===== config.mk =====
export PLATFORM = sky130hd
export DESIGN_NAME = div_iter_seq_flat
export DESIGN_NICKNAME = d
export VERILOG_FILES = /design/src/rtl/div_iter_seq_if.sv /design/src/rtl/div_iter_seq.sv /design/src/flat_wrapper.sv
export SDC_FILE = /design/constraint.sdc
export NUM_CORES = 1
export LEC_CHECK = 0
export CORE_UTILIZATION = 35
export CTS_BUF_LIST = sky130_fd_sc_hd__clkbuf_2
export DETAILED_ROUTE_END_ITERATION = 12
export PLACE_DENSITY = 0.61
export SYNTH_ARGS = -nofsm -noshare
export SYNTH_HDL_FRONTEND = slang
export SYNTH_SLANG_ARGS = --single-unit

===== constraint.sdc =====
create_clock -name clk -period 3.4 [get_ports clk]
set_clock_uncertainty 0.1 [all_clocks]
set_input_delay 0.34 -clock clk [delete_from_list [all_inputs] [get_ports clk]]
set_output_delay 0.34 -clock clk [all_outputs]
set_load 0.005 [all_outputs]

===== src/rtl/div_iter_seq_if.sv =====
`default_nettype none
`timescale 1ns/1ps
// +----------------------------------------------------------------------------+
// | Module      : div_iter_seq_if                                              |
// | Description : Request/result bundle between a requester and div_iter_seq.  |
// |               div_by_zero exists only when DIV_ZERO_DETECT_EN is defined.  |
// | Revision    : 1.0                                                          |
// +----------------------------------------------------------------------------+
interface div_iter_seq_if #(
    parameter int WIDTH = 16
);
    logic             start;
    logic [WIDTH-1:0] dividend;
    logic [WIDTH-1:0] divisor;
    logic             busy;
    logic             done;
    logic [WIDTH-1:0] quo;
    logic [WIDTH-1:0] rem;
`ifdef DIV_ZERO_DETECT_EN
    logic             div_by_zero;
`endif

    modport master (
        output start, dividend, divisor,
        input  busy, done, quo, rem
`ifdef DIV_ZERO_DETECT_EN
        , input div_by_zero
`endif
    );

    modport slave (
        input  start, dividend, divisor,
        output busy, done, quo, rem
`ifdef DIV_ZERO_DETECT_EN
        , output div_by_zero
`endif
    );
endinterface
`default_nettype wire


===== src/rtl/div_iter_seq.sv =====
`default_nettype none
`timescale 1ns/1ps
// +----------------------------------------------------------------------------+
// | Module      : div_iter_seq                                                 |
// | Description : Sequential non-restoring unsigned divider, one add/sub row   |
// |               reused over WIDTH cycles plus one correction cycle.          |
// |               Optional macro DIV_ZERO_DETECT_EN: zero divisor bypass.      |
// | Revision    : 1.0                                                          |
// +----------------------------------------------------------------------------+
module div_iter_seq #(
    parameter int WIDTH = 16
) (
    input  wire logic      clk,
    input  wire logic      rst,
    div_iter_seq_if.slave  bus
);
    localparam int c_cnt_w = (WIDTH > 2) ? $clog2(WIDTH) : 1;
    localparam logic [c_cnt_w-1:0] c_cnt_init = c_cnt_w'(WIDTH - 1);

    typedef enum logic [1:0] {
        S_IDLE = 2'd0,
        S_RUN  = 2'd1,
        S_CORR = 2'd2
    } state_t;

    state_t             r_state;
    state_t             w_state_nxt;
    logic [WIDTH-1:0]   r_m;
    logic [WIDTH-1:0]   r_a;
    logic [WIDTH:0]     r_p;
    logic [c_cnt_w-1:0] r_cnt;
    logic [WIDTH-1:0]   r_quo;
    logic [WIDTH-1:0]   r_rem;
    logic               r_done;

    logic               w_accept;
    logic               w_run_start;
    logic [WIDTH:0]     w_m_ext;
    logic [WIDTH:0]     w_s;
    logic [WIDTH:0]     w_p_step;
    logic [WIDTH:0]     w_p_corr;

    assign w_accept = (r_state == S_IDLE) && bus.start;

`ifdef DIV_ZERO_DETECT_EN
    logic w_zero;
    logic r_dbz;
    assign w_zero          = (bus.divisor == '0);
    assign w_run_start     = w_accept && !w_zero;
    assign bus.div_by_zero = r_dbz;
`else
    assign w_run_start = w_accept;
`endif

    // One non-restoring row: the sign of the previous partial remainder picks add or subtract.
    assign w_m_ext  = {1'b0, r_m};
    assign w_s      = {r_p[WIDTH-1:0], r_a[WIDTH-1]};
    assign w_p_step = r_p[WIDTH] ? (w_s + w_m_ext) : (w_s - w_m_ext);
    assign w_p_corr = r_p[WIDTH] ? (r_p + w_m_ext) : r_p;

    always_ff @(posedge clk) begin
        if (rst) begin
            r_state <= S_IDLE;
        end else begin
            r_state <= w_state_nxt;
        end
    end

    always_comb begin
        w_state_nxt = r_state;
        case (r_state)
            S_IDLE:  if (w_run_start) w_state_nxt = S_RUN;
            S_RUN:   if (r_cnt == '0) w_state_nxt = S_CORR;
            S_CORR:  w_state_nxt = S_IDLE;
            default: w_state_nxt = S_IDLE;
        endcase
    end

    always_ff @(posedge clk) begin
        if (rst) begin
            r_m    <= '0;
            r_a    <= '0;
            r_p    <= '0;
            r_cnt  <= '0;
            r_quo  <= '0;
            r_rem  <= '0;
            r_done <= 1'b0;
`ifdef DIV_ZERO_DETECT_EN
            r_dbz  <= 1'b0;
`endif
        end else begin
            r_done <= 1'b0;
            case (r_state)
                S_IDLE: begin
                    if (w_accept) begin
                        r_m   <= bus.divisor;
                        r_a   <= bus.dividend;
                        r_p   <= '0;
                        r_cnt <= c_cnt_init;
`ifdef DIV_ZERO_DETECT_EN
                        r_dbz <= w_zero;
                        if (w_zero) begin
                            r_quo  <= '1;
                            r_rem  <= bus.dividend;
                            r_done <= 1'b1;
                        end
`endif
                    end
                end
                S_RUN: begin
                    r_p   <= w_p_step;
                    r_a   <= {r_a[WIDTH-2:0], ~w_p_step[WIDTH]};
                    r_cnt <= r_cnt - 1'b1;
                end
                S_CORR: begin
                    r_quo  <= r_a;
                    r_rem  <= w_p_corr[WIDTH-1:0];
                    r_done <= 1'b1;
                end
                default: ;
            endcase
        end
    end

    assign bus.busy = (r_state == S_RUN) || (r_state == S_CORR);
    assign bus.done = r_done;
    assign bus.quo  = r_quo;
    assign bus.rem  = r_rem;
endmodule
`default_nettype wire


===== src/flat_wrapper.sv =====
// flat-port wrapper written by rule: the top's interface ports become plain ports
module div_iter_seq_flat 
#(
    parameter int WIDTH = 16
)
  (clk, rst, bus_start, bus_dividend, bus_divisor, bus_busy, bus_done, bus_quo, bus_rem);
  div_iter_seq_if #(.WIDTH(WIDTH)) bus_i ();
  input  wire logic clk;
  input  wire logic rst;
  input wire logic [$bits(bus_i.start)-1:0] bus_start;
  input wire logic [$bits(bus_i.dividend)-1:0] bus_dividend;
  input wire logic [$bits(bus_i.divisor)-1:0] bus_divisor;
  output wire logic [$bits(bus_i.busy)-1:0] bus_busy;
  output wire logic [$bits(bus_i.done)-1:0] bus_done;
  output wire logic [$bits(bus_i.quo)-1:0] bus_quo;
  output wire logic [$bits(bus_i.rem)-1:0] bus_rem;
  assign bus_i.start = bus_start;
  assign bus_i.dividend = bus_dividend;
  assign bus_i.divisor = bus_divisor;
  assign bus_busy = bus_i.busy;
  assign bus_done = bus_i.done;
  assign bus_quo = bus_i.quo;
  assign bus_rem = bus_i.rem;
  div_iter_seq #(.WIDTH(WIDTH)) u_core (.clk(clk), .rst(rst), .bus(bus_i));
endmodule

**Yosys cells after proc, flatten, opt, wreduce, memory -nomap -nowiden**

Index checks and enable logic that the tools add are counted.
W data, S select, Z words.

- Word-level logic and storage cells: 37
- Bits of input ports: 35
- Latch bits: 0
- Memory bits (writable): 0
- ROM bits: 0
- Output and inout bits: 34
- Flip-flop bits (word level): 88
- Memories: 0

- Divide/modulo/power cells: 0
- Reductions and logical operators: 8
- Shifts and indexed selects: 0
- Multipliers: 0
- Bitwise gates (word level): 1
- Equal/unequal tests: 4
- $lt $le $gt $ge: 0
- Add/subtract/negate cells: 4
- Multiplexer cells: 12

Operators with widths:

| kind | count |
|---|---|
| $mux W17 | 2 |
| $pmux W17 S2 | 1 |
| $mux W16 | 2 |
| $pmux W16 S2 | 1 |
| $add A17 B16 Y17 | 1 |
| $sub A17 B16 Y17 | 1 |
| $add A16 B16 Y16 | 1 |
| $pmux W4 S2 | 1 |
| $reduce_and A2 Y1 | 3 |
| $logic_not A4 Y1 | 1 |
| $mux W2 | 2 |
| $mux W4 | 1 |
| $ne A2 B1 Y1 const B | 2 |
| $pmux W2 S2 | 1 |
| $sub A4 B1 Y4 const B | 1 |
| $eq A2 B1 Y1 const B | 1 |
| $eq A2 B2 Y1 const B | 1 |
| $logic_not A2 Y1 | 1 |
| $reduce_bool A2 Y1 | 1 |
| $logic_and A1 B1 Y1 | 1 |
| $logic_or A1 B1 Y1 | 1 |
| $mux W1 | 1 |
| $not A1 Y1 | 1 |

**Longest topological paths before layout**

- Word-level depth: 4
- Mapped depth: 13

**Worst setup path before layout**

Ideal clock, no wire load.

- Path kind: register to register
- Start: reg u_core.r_p[16]
- End: reg u_core.r_p[15]
- Setup time: 0.087 ns
- Cell stages (with the launch flop): 13
- Path buffers: 3
- Period minus slack after synthesis: 3.015 ns
- Slack: 0.385 ns
- Required time: 3.213 ns
- Arrival time: 2.828 ns
- Path through: dfxtp_1 clkbuf_1 clkbuf_1 clkbuf_1 a21oi_1 xnor2_1 ha_1 a211oi_1 o211ai_1 a31oi_1 a211oi_1 o21a_1 o31ai_1

- Cells in the longest elaborated chain, start to end: 2

Ends and longest elaborated chain:

| item | RTL line | RTL |
|---|---|---|
| from (decl) | div_iter_seq.sv:30 | `logic [WIDTH:0] r_p;` |
| from (signal assigned) | div_iter_seq.sv:111 | `r_p <= w_p_step;` |
| $mux W17 | div_iter_seq.sv:58 | `assign w_p_step = r_p[WIDTH] ? (w_s + w_m_ext) : (w_s - w_m_ext);` |
| $pmux W17 S2 | div_iter_seq.sv:93 | `case (r_state)` |

Every way passes these cells.
A chain may end at the register's enable or synchronous reset.

**Worst setup path in the final report**

- Start: reg u_core.r_m[3]
- End: reg u_core.r_p[15]

- Cells in the longest elaborated chain, start to end: 3
- Elaborated cells on any way between the ends: 4

Ends and longest elaborated chain:

| item | RTL line | RTL |
|---|---|---|
| from (decl) | div_iter_seq.sv:28 | `logic [WIDTH-1:0] r_m;` |
| from (signal assigned) | div_iter_seq.sv:96 | `r_m <= bus.divisor;` |
| $sub A17 B16 Y17 / $add A17 B16 Y17 (equally long branches) | div_iter_seq.sv:58 |  |
| $mux W17 (*) | div_iter_seq.sv:58 |  |
| $pmux W17 S2 (*) | div_iter_seq.sv:93 |  |

Every way passes the cells marked *; elsewhere a longest branch is shown, timed or not.

==> reports/results.env <==
DETAIL_ROUTE.WL_PER_CELL_UM=15.4
HOLD_VIOLATIONS=0
CLOCK_BUFFERS_CREATED_BY_TRITONCTS=9
BUFS_ON_LONGEST_CLOCK_PATH=2
SYN-INSTANCE-COUNT=665
WORST-SETUP-PATH-TYPE='reg2reg'
CTS.REPORTEDPATHS.CLKPINSLEW_NS=0.28
POSTCTS_SETUP_BUFS=0
GRT_MAX_DEGREE=46
AVGVIACOUNTPERCELL=5.30
IO_PINS=69
LAYOUT.NETS=797
WORSTSKEWPAIRLATENCY_NS=0.62
HOLD_BUFFERS=0
DIE_W_UM=125
LAYOUT.CELLS.MOST_COMMON='nor2_1'
REG2REG_SETUP_SLACK_NS=0.30
CORE-AREA_UM2=14600
YS_TYPES=55
TNS_NS=0
LAYOUT_CELLS_SIZED_ABOVE_1_PCT=5.21
TIMING.CRITICAL_PATH.REQUIRED_NS=3.81
INITIAL_UTILIZATION_PCT=36.1
CP_MAX_FO=7
PEAKVDDDROP_mV=0.271
TIMING.HOLD.WORST_ENDPOINT='u_core.r_m[6]'
FLOORPLAN.DIE.HEIGHT_UM=125
CTSHTREEMAXLEVEL=3
FINALWEIGHTEDCONGESTION=0.825
YOSYS_REGISTER_BITS=88
SYNTHARSTFLOPSHARE_PCT=0
WORST-ENDPOINT-ARRIVAL_NS=3.51
WORST_SETUP_END_KIND='register'
GRT_PASS1_VIAS=4580
FINALWIRELENGTH_UM=14100
OUTCOME='finished with violations'
SYNTH_SEQUENTIAL_AREA_RATIO_PCT=33.3
NUMBER_OF_FILLER_INSTANCES_IN_THE_FINAL_LAYOUT=1511
CTS.REPAIR.RESIZED=0
YOSYS_WARNINGS=0
DIE_AREA_UM2=15600
FMAXACHIEVABLE_MHz=323
DRTPASS1ITERATIONS=10
AREAGROWTHSYNTHTOFINISH_PCT=19.1
TIGHTESTPINTRANSITION_NS=0.939
CRIT-REG2REG-LAUNCH='u_core.r_m[3]'
SYNTH.CELL_AREA_UM2=5290
GRT_OVERFLOW_TOTAL=0
WORST_HOLD_PATH_TYPE='in2reg'
VIOLATIONS='design-rule violations'
CTS.SINK_COUNT=88
REPORT.FINAL.SLEW_VIOL_COUNT=0
TIMING.SLEW.HEADROOM_PCT=37.1
GLOBALROUTETOTALUTIL_PCT=18.5
SHARE_OF_THE_CLOCK_PERIOD_USED_BY_THE_WORST_PATH_PCT=91.1
SYNTH-EDFF-COUNT=0
LAYOUT_COMMON_CELLS='106 x nor2_1, 88 x dfxtp_1, 70 x nand2_1, 67 x clkdlybuf4s50_1, 61 x a21oi_1'
DRTITER0DRC=293
SYNTHESIS.NETS=738
PORT_BUFFERS=68
DRC_ERRORS=8
MIN_PERIOD_NS=3.10
CELL_AT_THE_ROOT_OF_THE_CLOCK_TREE='clkbuf_2'
HOLDCRITSTARTPOINT='bus_divisor[6]'
POWERDENSITY_nW_PER_UM2=838
WORST_REG_TO_REG_CELLS=10
ANTENNA_FOUND_INITIAL=1
VIAS=4841
GLOBAL_ROUTE_WIRE_LENGTH_BEFORE_REPAIR_UM=23200
CTS_TREE='built'
CAP_VIOL_MAX_COUNT=0
CRITICAL_PATH.STARTPOINT_TYPE='register'
ANTENNA_LEFT=0
YOSYS_MOST_USED_DFF='dfxtp_1'
POST_ROUTE_CELL_AREA_UM2=6300
GRT_SETUP_UNREPAIRED='no'
HOLD_PATH_DEPTH=3
TOTAL_POWER_W=0.00528
HPWL_REPORTED_AT_THE_END_OF_DETAILED_PLACEMENT_UM=10600
R2R_END='u_core.r_p[15]'
FP-ROW-COUNT=44
SYNTH_AREA_PER_CELL_UM2=7.96
POWER.STATIC_LEAKAGE_nW=2.52
TOTAL_CELL_AREA_AT_THE_PLACEMENT_STAGE_UM2=6170
SETUP_VIOLS_FINAL=0
==> routing by layer <==
layer | GRT usage (%) | share of wire, % | vias up | routed length, µm
li1 | - | - | 2474 | -
met1 | 26.6 | 53 | 2232 | 7400
met2 | 28.2 | 42 | 120 | 5920
met3 | 2.74 | 4.0 | 15 | 570
met4 | 6.53 | 1.4 | 0 | 204
met5 | 0 | 0 | - | 0
==> kinds of logic (layout without fill, tap and decap cells) <==
group,after synthesis,in the layout,share of synthesized area [%]
multiplexers,36,36,6.83
flip-flops,88,88,33.3
other,0,1,0
adder cells (fa/ha/maj),38,38,9.27
AO/OA/AOI/OAI,181,181,21.7
AND/OR/NAND/NOR,226,226,18.5
XOR/XNOR,37,37,6.26
buffers and inverters,59,123,4.18
==> worst max-delay path: stages, from the launching register on <==
cell and delay, ns:
dfxtp_1 0.44, or4_4 0.60, o31ai_1 0.26, xnor2_1 0.17, ha_1 0.31, a21oi_1 0.21
o21ai_0 0.12, a31oi_2 0.25, a211oi_1 0.14, o21a_1 0.18, o31ai_1 0.21
==> layout make-up <==
cell class	instances	area, µm²	area share [%]
inverters	27	101	1.61
clock inverters	6	72.6	1.15
clock buffers	10	50.0	0.794
multi-input cells	518	3320	52.7
diodes	1	2.50	0.0397
flip-flops and latches	88	1760	28.0
well taps	184	230	3.65
repair buffers	80	766	12.2
==> synth_stat cells (3+ instances only) <==
cell type	instances	share of area, %
a211oi_1	26	3.7
a21o_1	11	1.6
a21oi_1	61	5.8
a22oi_1	6	0.85
a31oi_1	10	1.2
and3_1	4	0.47
buf_1	5	0.35
clkbuf_1	27	1.9
dfxtp_1	88	33
ha_1	36	8.5
inv_1	26	1.8
mux2i_1	35	6.6
nand2_1	70	5.0
nand2b_1	6	0.71
nand3_1	6	0.57
nor2_1	106	7.5
nor2b_1	3	0.35
nor3_1	13	1.2
nor3b_1	3	0.43
nor4_1	5	0.59
o211ai_1	4	0.57
o21a_1	6	0.85
o21ai_0	19	1.8
o21ai_1	10	0.95
o21bai_1	4	0.57
o22ai_1	3	0.35
o31ai_1	3	0.43
xnor2_1	18	3.0
xor2_1	18	3.0
==> registers in the layout, indices dropped and copies added (netlist names) <==
register and flops:
u_core.bus.done 1, u_core.bus.quo 16, u_core.bus.rem 16, u_core.r_a 16, u_core.r_cnt 4, u_core.r_m 16
u_core.r_p 17, u_core.r_state 2
==> per-stage QoR <==
stage | std cells | setup slack (ns) | utilization, % | hold WS [ns]
after floorplan | 665 | 0.385 | - | 0.356
after global placement | 897 | 0.373 | 42.1 | 0.370
after detailed placement | 897 | 0.308 | 42.1 | 0.377
after CTS | 913 | 0.231 | 43.0 | 0.0732
after global routing | 914 | 0.0636 | 43.0 | 0.0954
final | 914 | 0.303 | 43.0 | 0.124
==> report_power, final <==
part           leakage, nW  total [W]  switching (W)  internal [W]
logic                 1.73    0.00308        0.00176       0.00131
clock network       0.0735   0.000588       0.000406      0.000182
registers            0.720    0.00162       0.000300       0.00132
total                 2.52    0.00528        0.00247       0.00281
==> worst max-delay path by stage <==
stage / startpoint / endpoint / slack, ns / cells after the start
final: u_core.r_m[3] / u_core.r_p[15] / 0.30 / 10
after CTS: u_core.r_m[3] / u_core.r_p[15] / 0.23 / 10
after detailed placement: u_core.r_m[3] / u_core.r_p[15] / 0.31 / 10
after global routing: u_core.r_m[3] / u_core.r_p[15] / 0.06 / 10
after global placement: u_core.r_m[3] / u_core.r_p[16] / 0.37 / 11
after floorplan: u_core.r_p[16] / u_core.r_p[15] / 0.38 / 12
Power figures use the tool's default switching activity.
